File: config.mk
export PLATFORM = sky130hd
export DESIGN_NAME = instr_packer
export DESIGN_NICKNAME = d
export VERILOG_FILES = /design/src/rtl/instr_packer.sv
export SDC_FILE = /design/constraint.sdc
export NUM_CORES = 1
export LEC_CHECK = 0
export ABC_AREA = 1
export BUFFER_PORTS_ARGS = -buffer_cell sky130_fd_sc_hd__buf_4
export CORE_ASPECT_RATIO = 1.2
export CORE_UTILIZATION = 55
export CTS_BUF_LIST = sky130_fd_sc_hd__clkbuf_8 sky130_fd_sc_hd__clkbuf_16
export DETAILED_ROUTE_END_ITERATION = 12
export PLACE_DENSITY = 0.8
export SLEW_MARGIN = 20
export SYNTH_ARGS = -nofsm -noshare
export SYNTH_HDL_FRONTEND = slang
export SYNTH_SLANG_ARGS = --single-unit
File: constraint.sdc
create_clock -name clk -period 2.9 [get_ports clk]
set_input_delay 0.58 -clock clk [delete_from_list [all_inputs] [get_ports clk]]
set_output_delay 0.58 -clock clk [all_outputs]
set_load 0.03 [all_outputs]
File: src/rtl/instr_packer.sv
// instr_packer: encodes decoded I/S/B instruction fields into RV32I words and
// streams them into instruction memory through a 2-entry FIFO with backpressure.
// Optional feature: define INSTR_PACKER_RANGE_CHECK_EN to reject immediates that
// do not fit their encoding (and odd branch offsets); otherwise bits are truncated.
module instr_packer #(
   parameter int ADDR_W    = 8,
   parameter int ERR_CNT_W = 8
) (
   input  logic                 clk,
   input  logic                 rst_n,
   input  logic                 start,
   input  logic [ADDR_W-1:0]    base_addr,
   input  logic [ADDR_W-1:0]    num_instr,
   input  logic                 in_valid,
   output logic                 in_ready,
   input  logic [6:0]           in_opcode,
   input  logic [4:0]           in_rd,
   input  logic [4:0]           in_rs1,
   input  logic [4:0]           in_rs2,
   input  logic [2:0]           in_funct3,
   input  logic [31:0]          in_imm,
   output logic                 mem_we,
   input  logic                 mem_wready,
   output logic [ADDR_W-1:0]    mem_addr,
   output logic [31:0]          mem_wdata,
   output logic                 busy,
   output logic                 done,
   output logic                 err,
   output logic [ERR_CNT_W-1:0] err_cnt
);

   localparam logic [6:0] OP_LOAD   = 7'b0000011;
   localparam logic [6:0] OP_STORE  = 7'b0100011;
   localparam logic [6:0] OP_BRANCH = 7'b1100011;

   localparam logic [ADDR_W-1:0]    ADDR_ONE = 1;
   localparam logic [ERR_CNT_W-1:0] ERR_ONE  = 1;

   typedef enum logic [1:0] {
      S_IDLE = 2'd0,
      S_RUN  = 2'd1,
      S_DONE = 2'd2
   } state_t;

   state_t                 state_q, state_d;
   logic [ADDR_W-1:0]      base_q;
   logic [ADDR_W-1:0]      num_q;
   logic [ADDR_W-1:0]      accepted_q;
   logic [ADDR_W-1:0]      written_q;
   logic [31:0]            fifo_q [2];
   logic                   rd_ptr_q;
   logic                   wr_ptr_q;
   logic [1:0]             count_q;
   logic                   err_q;
   logic [ERR_CNT_W-1:0]   err_cnt_q;

   logic                   accept;
   logic                   push;
   logic                   pop;
   logic                   reject;
   logic                   legal;
   logic [31:0]            word;
   logic                   imm12_ok;
   logic                   imm13_ok;
   logic                   start_load;

   // Upper immediate bits only matter to the range check; keep lint quiet otherwise.
   logic                   unused_imm;
   assign unused_imm = ^in_imm[31:13];

   // Immediate range qualification for 12-bit (I/S) and 13-bit (B) encodings.
`ifdef INSTR_PACKER_RANGE_CHECK_EN
   logic signed [31:0] imm_s;
   assign imm_s    = in_imm;
   assign imm12_ok = (imm_s >= -32'sd2048) && (imm_s <= 32'sd2047);
   assign imm13_ok = (imm_s >= -32'sd4096) && (imm_s <= 32'sd4094) && !in_imm[0];
`else
   assign imm12_ok = 1'b1;
   assign imm13_ok = 1'b1;
`endif

   // Encode the incoming field set and decide whether it is legal.
   always_comb begin
      // NOTE: every always_comb output gets a default first so no path infers a latch.
      word  = 32'h0;
      legal = 1'b0;
      case (in_opcode)
         OP_LOAD: begin
            word  = {in_imm[11:0], in_rs1, in_funct3, in_rd, in_opcode};
            legal = imm12_ok;
         end
         OP_STORE: begin
            word  = {in_imm[11:5], in_rs2, in_rs1, in_funct3, in_imm[4:0], in_opcode};
            legal = imm12_ok;
         end
         OP_BRANCH: begin
            word  = {in_imm[12], in_imm[10:5], in_rs2, in_rs1, in_funct3,
                     in_imm[4:1], in_imm[11], in_opcode};
            legal = imm13_ok;
         end
         default: begin
            word  = 32'h0;
            legal = 1'b0;
         end
      endcase
   end

   // Handshakes and outputs derived from registered state only.
   always_comb begin
      in_ready   = (state_q == S_RUN) && (count_q != 2'd2) && (accepted_q < num_q);
      accept     = in_valid && in_ready;
      push       = accept && legal;
      reject     = accept && !legal;
      mem_we     = (count_q != 2'd0);
      pop        = mem_we && mem_wready;
      mem_addr   = base_q + written_q;
      mem_wdata  = fifo_q[rd_ptr_q];
      busy       = (state_q == S_RUN);
      done       = (state_q == S_DONE);
      err        = err_q;
      err_cnt    = err_cnt_q;
      start_load = (state_q == S_IDLE) && start;
   end

   // Next-state logic for the load sequencer.
   always_comb begin
      state_d = state_q;
      case (state_q)
         S_IDLE:  if (start) state_d = S_RUN;
         S_RUN:   if ((accepted_q == num_q) && (count_q == 2'd0)) state_d = S_DONE;
         S_DONE:  state_d = S_IDLE;
         default: state_d = S_IDLE;
      endcase
   end

   // State register.
   always_ff @(posedge clk or negedge rst_n) begin
      // NOTE: sequential state uses non-blocking assignments so all registers update together.
      if (!rst_n) state_q <= S_IDLE;
      else        state_q <= state_d;
   end

   // Load context, progress counters and error tracking.
   always_ff @(posedge clk or negedge rst_n) begin
      if (!rst_n) begin
         base_q     <= '0;
         num_q      <= '0;
         accepted_q <= '0;
         written_q  <= '0;
         err_q      <= 1'b0;
         err_cnt_q  <= '0;
      end else if (start_load) begin
         base_q     <= base_addr;
         num_q      <= num_instr;
         accepted_q <= '0;
         written_q  <= '0;
         err_q      <= 1'b0;
         err_cnt_q  <= '0;
      end else begin
         if (accept) accepted_q <= accepted_q + ADDR_ONE;
         if (pop)    written_q  <= written_q + ADDR_ONE;
         if (reject) begin
            err_q <= 1'b1;
            if (err_cnt_q != '1) err_cnt_q <= err_cnt_q + ERR_ONE;
         end
      end
   end

   // Two-entry word FIFO; the head drives the memory write port.
   always_ff @(posedge clk or negedge rst_n) begin
      if (!rst_n) begin
         // NOTE: the storage is reset because its head is visible on mem_wdata, which must read 0 after reset.
         fifo_q[0] <= 32'h0;
         fifo_q[1] <= 32'h0;
         rd_ptr_q  <= 1'b0;
         wr_ptr_q  <= 1'b0;
         count_q   <= 2'd0;
      end else begin
         if (push) begin
            fifo_q[wr_ptr_q] <= word;
            wr_ptr_q         <= ~wr_ptr_q;
         end
         if (pop) rd_ptr_q <= ~rd_ptr_q;
         case ({push, pop})
            2'b10:   count_q <= count_q + 2'd1;
            2'b01:   count_q <= count_q - 2'd1;
            default: count_q <= count_q;
         endcase
      end
   end

endmodule
[Word-level counts from Yosys, hierarchy flattened]
Index checks and enable logic that the tools add are counted.
Cells by class
  add/subtract/negate cells: 6
  magnitude comparators: 4
  equality and inequality tests: 12
  mux-type cells: 21
  bitwise operators: 4
  reduce and logical (&&, ||, !) cells: 21
Operators by type and width (count)
  two-way mux 32 bit: 4
  one-hot mux 32 bit (3 select lines): 1
  bitwise mux 64 bit: 1
  two-way mux 8 bit: 7
  demux 32 bit (select 1 bit): 1
  adder 8 x 1 -> 8 bit, second input constant: 3
  nonzero test 2 bit: 6
  logical AND 1 bit: 9
  adder 8 bit: 1
  == test 8 bit: 1
  < comparator 8 bit: 1
  inequality test 8 bit, second input constant: 1
  one-hot mux 2 bit (2 select lines): 2
  == test 7 x 2 -> 1 bit, second input constant: 1
  == test 7 x 6 -> 1 bit, second input constant: 1
  == test 7 bit, second input constant: 1
  == test 2 x 1 -> 1 bit, second input constant: 2
  == test 2 bit, second input constant: 2
  >= comparator 2 bit, second input constant: 2
  logical NOT 2 bit: 2
  two-way mux 2 bit: 2
  inequality test 2 bit, second input constant: 2
  inverter 1 -> 2 bit: 2
  AND reduction 2 bit: 2
  other kinds (8): 11
Storage, ports and cells
  register bits after elaboration: 111
  input port bits: 78
  output and inout bits: 53

[Longest topological paths before layout]
  depth in word-level cells: 7
  gate-level depth with buffers: 13
  mapped depth without buffers: 13

[Least setup slack after synthesis]
No wires, ideal clock.
  path type: reg2out
  start point: register written_q[0]
  end point: output port mem_addr[6]
  arrival time: 1.937 ns
  data required time: 2.320 ns
  setup slack: 0.383 ns
  cell stages (with the launch flop): 9
  path buffers: 0
  cells stage by stage: dfrtp_1 -> ha_1 -> inv_1 -> fa_1 -> o21ai_0 -> a21oi_1 -> nor2_1 -> nor2_1 -> xnor2_1
Between the ends
  cells in the longest elaborated chain, start to end: 1
RTL lines
  start: declaration: line 49  | logic [ADDR_W-1:0] written_q;
  start signal: assignment: line 161  | if (pop) written_q <= written_q + ADDR_ONE;
  adder 8 bit: line 116  | mem_addr = base_q + written_q;
  end: declaration: line 24  | output logic [ADDR_W-1:0] mem_addr,
Every way passes these cells.

[Final worst setup path]
Same ends and word-level chain as after synthesis.

==> results_dict.tcl <==
set metrics [dict create \
    area_growth_pct 21.8 \
    nets 934 \
    clock_path_buffers 2 \
    worstRegToRegCells 11 \
    cp-start-kind "flop" \
    cp.required_ps 2320 \
    cpMostUsedCell "nor2_1" \
    finalMaxSlewViolations 0 \
    synth.distinct_cells 35 \
    routed_wl_um 12800 \
    die_w_um 96.0 \
    min_path_type "input port to asynchronous set/reset pin" \
    cts_inserted_buffers 9 \
    crit_slowest_cell "dfrtp_1" \
    drive_gt1_frac 0.219 \
    drt.antenna.violating_nets 0 \
    status "completed" \
    die_height_um 115 \
    p_sw_frac 0.381 \
    core_mm2 0.0102 \
    synthAdderAreaFrac 0.0442 \
    switching_power_uw 2070 \
    power_density_mw_per_mm2 766 \
    r2r_start "accepted_q[7]" \
    grt_pass1_vias 4750 \
    fin_skew_ps 6.17 \
    drt_first_pass_iters 4 \
    arrival_ps 2150 \
    final.setup.tns_ps 0 \
    r2r-end "fifo_q[39]" \
    maxCapViolCount 0 \
    placed_area_mm2 0.00676 \
    fillCellCount 823 \
    fin_crit_sh 0.941 \
    slew_headroom 0.570 \
    power.leakage_uw 0.00393 \
    setup_viol 0 \
    dp.final_hpwl_um 9020 \
    synth_top_family_by_area "simple AND/OR/NAND/NOR gates" \
    final_common_cell "nand2_1" \
    ys_ff_latch 111 \
    synth_xor_area_frac 0.0256 \
    setup_slack_ps 170 \
    antenna_found_initial 0 \
    grt_overflow_total 0 \
    cp_cell_sequence "ha_1 > inv_1 > fa_1 > o21ai_1 > a21oi_1 > nor2_1 > nor2_1 > xnor2_1 > buf_4" \
    globalRouteTotalUtil 0.253 \
    cts.sinks 111 \
    clkPwrFrac 0.257 \
    grt_pass1_wl_um 21600 \
    comb_power_share 0.378 \
    synth_flop_cell "dfrtp_1" \
    cp_num_cells 9 \
    reg2reg_slack_ps 460 \
    ys_warn_count 0 \
    max_stage_delay_ps 390 \
    postCtsSetupRepairBufs 0 \
    syn_inst 729 \
    finalHoldViolCount 0 \
    clk_latency_ps 340 \
    seqPwrFrac 0.366 \
    cts_tree "yes" \
    htree_levels 3 \
    cts.clk_slew.worst_paths_ps 70 \
    pre_cts_slack_ps 440 \
    fin_area_mm2 0.00710 \
    worst_pin_slew_ps 645 \
    wire_per_inst_um 13.2 \
    layout_common_cells "nand2_1 (267), buf_4 (118), dfrtp_1 (111), inv_1 (86), nand3_1 (38)" \
    antenna_cells 0 \
    drt-vias-per-instance 5.14 \
    fmax_ghz 0.366 \
    synth.yosys.seq_area_share 0.477 \
    place.gp.congestion 0.893 \
    cp.buffers_inverters 2 \
    ir_drop_mv 0.603 \
    numPortBuffers 111 \
    avgSynthCellArea_um2 7.99 \
    drc 0 \
    cp_max_fo 3 \
    grt_start_max_net_pins 58 \
    ios 131 \
    hold_buffers 0 \
    synth_edf_count 0 \
    vias 4967 \
    synth_mux_area_frac 0 \
    synth-compound-area-share 0.0964 \
    cts_resized 0 \
    synthArstFlopShare 1.00 \
    start_util 0.574 \
    p_int_uw 3370 \
    startpoint "written_q[0]" \
    die_area_mm2 0.0110 \
    first_iter_violations 202 \
    rsz0062_at_grt "false" \
    rows 40 \
    critPathTopFamily "adder cells" \
    period_needed_ps 2730 \
    worstSetupPathType "flop to output port" \
    cts_root_buffer "clkbuf_16" \
    syn_nets 827 \
    synth-simple-area-share 0.274 \
    synthesis.area_mm2 0.00583 \
    endpoint_kind "output port" \
]
[how the worst max path moves through the flow]
stage | end | slack, ps
2_1_floorplan | mem_addr[6] | 380
3_3_place_gp | mem_addr[6] | 440
3_5_place_dp | mem_addr[6] | 440
4_1_cts | mem_addr[6] | 50
5_1_grt | mem_addr[6] | 10
6_report | mem_addr[6] | 170
[synth_stat cells (all sizes together) (2+ instances only)]
cell type,number,share of area
a21oi,15,0.013
buf,11,0.019
clkbuf,13,0.0086
dfrtp,111,0.48
ha,19,0.041
inv,86,0.055
nand2,283,0.19
nand3,39,0.034
nand4,6,0.0086
nor2,38,0.028
nor3,8,0.0097
nor3b,2,0.0026
o21ai,74,0.078
xnor2,4,0.0060
xor2,13,0.020
[registers in the layout, indices dropped and copies added, names as in the netlist]
| name | cells |
|---|---|
| err_cnt | 8 |
| base_q | 8 |
| fifo_q | 64 |
| num_q | 8 |
| rd_ptr_q | 1 |
| err | 1 |
| accepted_q | 8 |
| written_q | 8 |
| wr_ptr_q | 1 |
| count_q | 2 |
| state_q | 2 |
[final cells by class]
cell class	instances	area (µm²)	share of cell area
Multi-Input combinational cell	507	2570	0.363
Clock inverter	6	110	0.0155
Inverter	87	327	0.0460
Tap cell	126	158	0.0222
Sequential cell	111	2780	0.391
Timing Repair Buffer	120	926	0.130
Clock buffer	9	225	0.0317
[per-layer routing]
metal | vias up | wire, µm | global-route usage | share of wire
li1 | 2490 | - | - | -
met5 | - | 0 | 0 | 0
met3 | 12 | 678 | 0.0489 | 0.053
met1 | 2340 | 5730 | 0.337 | 0.45
met4 | 0 | 135 | 0.0776 | 0.011
met2 | 125 | 6210 | 0.418 | 0.49
[per-stage QoR]
| stage | util | std cells | hold slack, ps | power [µW] |
|---|---|---|---|---|
| after detailed placement | 0.666 | 951 | 439 | 4070 |
| after global placement | 0.666 | 951 | 431 | 4000 |
| final | 0.699 | 966 | 237 | 5440 |
| after floorplan | - | 729 | 284 | 3350 |
| after global routing | 0.699 | 966 | 279 | 5770 |
| after CTS | 0.699 | 966 | 246 | 5470 |
[worst reg2reg max path, stage by stage, from the launching register on]
cell	delay, ps
dfrtp_1	420
ha_1	340
nand2_1	60
inv_1	80
nand3_1	100
a21oi_1	250
nor2_4	110
nand4_2	80
buf_4	530
inv_1	220
nand2_1	110
nand2_1	50
[power groups by stage]
stage	Sequential [µW]	Combinational (µW)	Clock, µW
floorplan	2020	1330	0
finish	1990	2050	1400
CTS	1980	2070	1420
global placement	2000	2000	0
detailed placement	2010	2060	0
global route	2020	2270	1480
[kinds of logic after synthesis]
group | Yosys count
buffers and inverters | 111
xor gates and xnor gates | 17
DFF | 111
AOI/OAI and AO/OA | 93
and+or+nand+nor | 377
adders and majority gates | 20
Power figures use the tool's default switching activity.
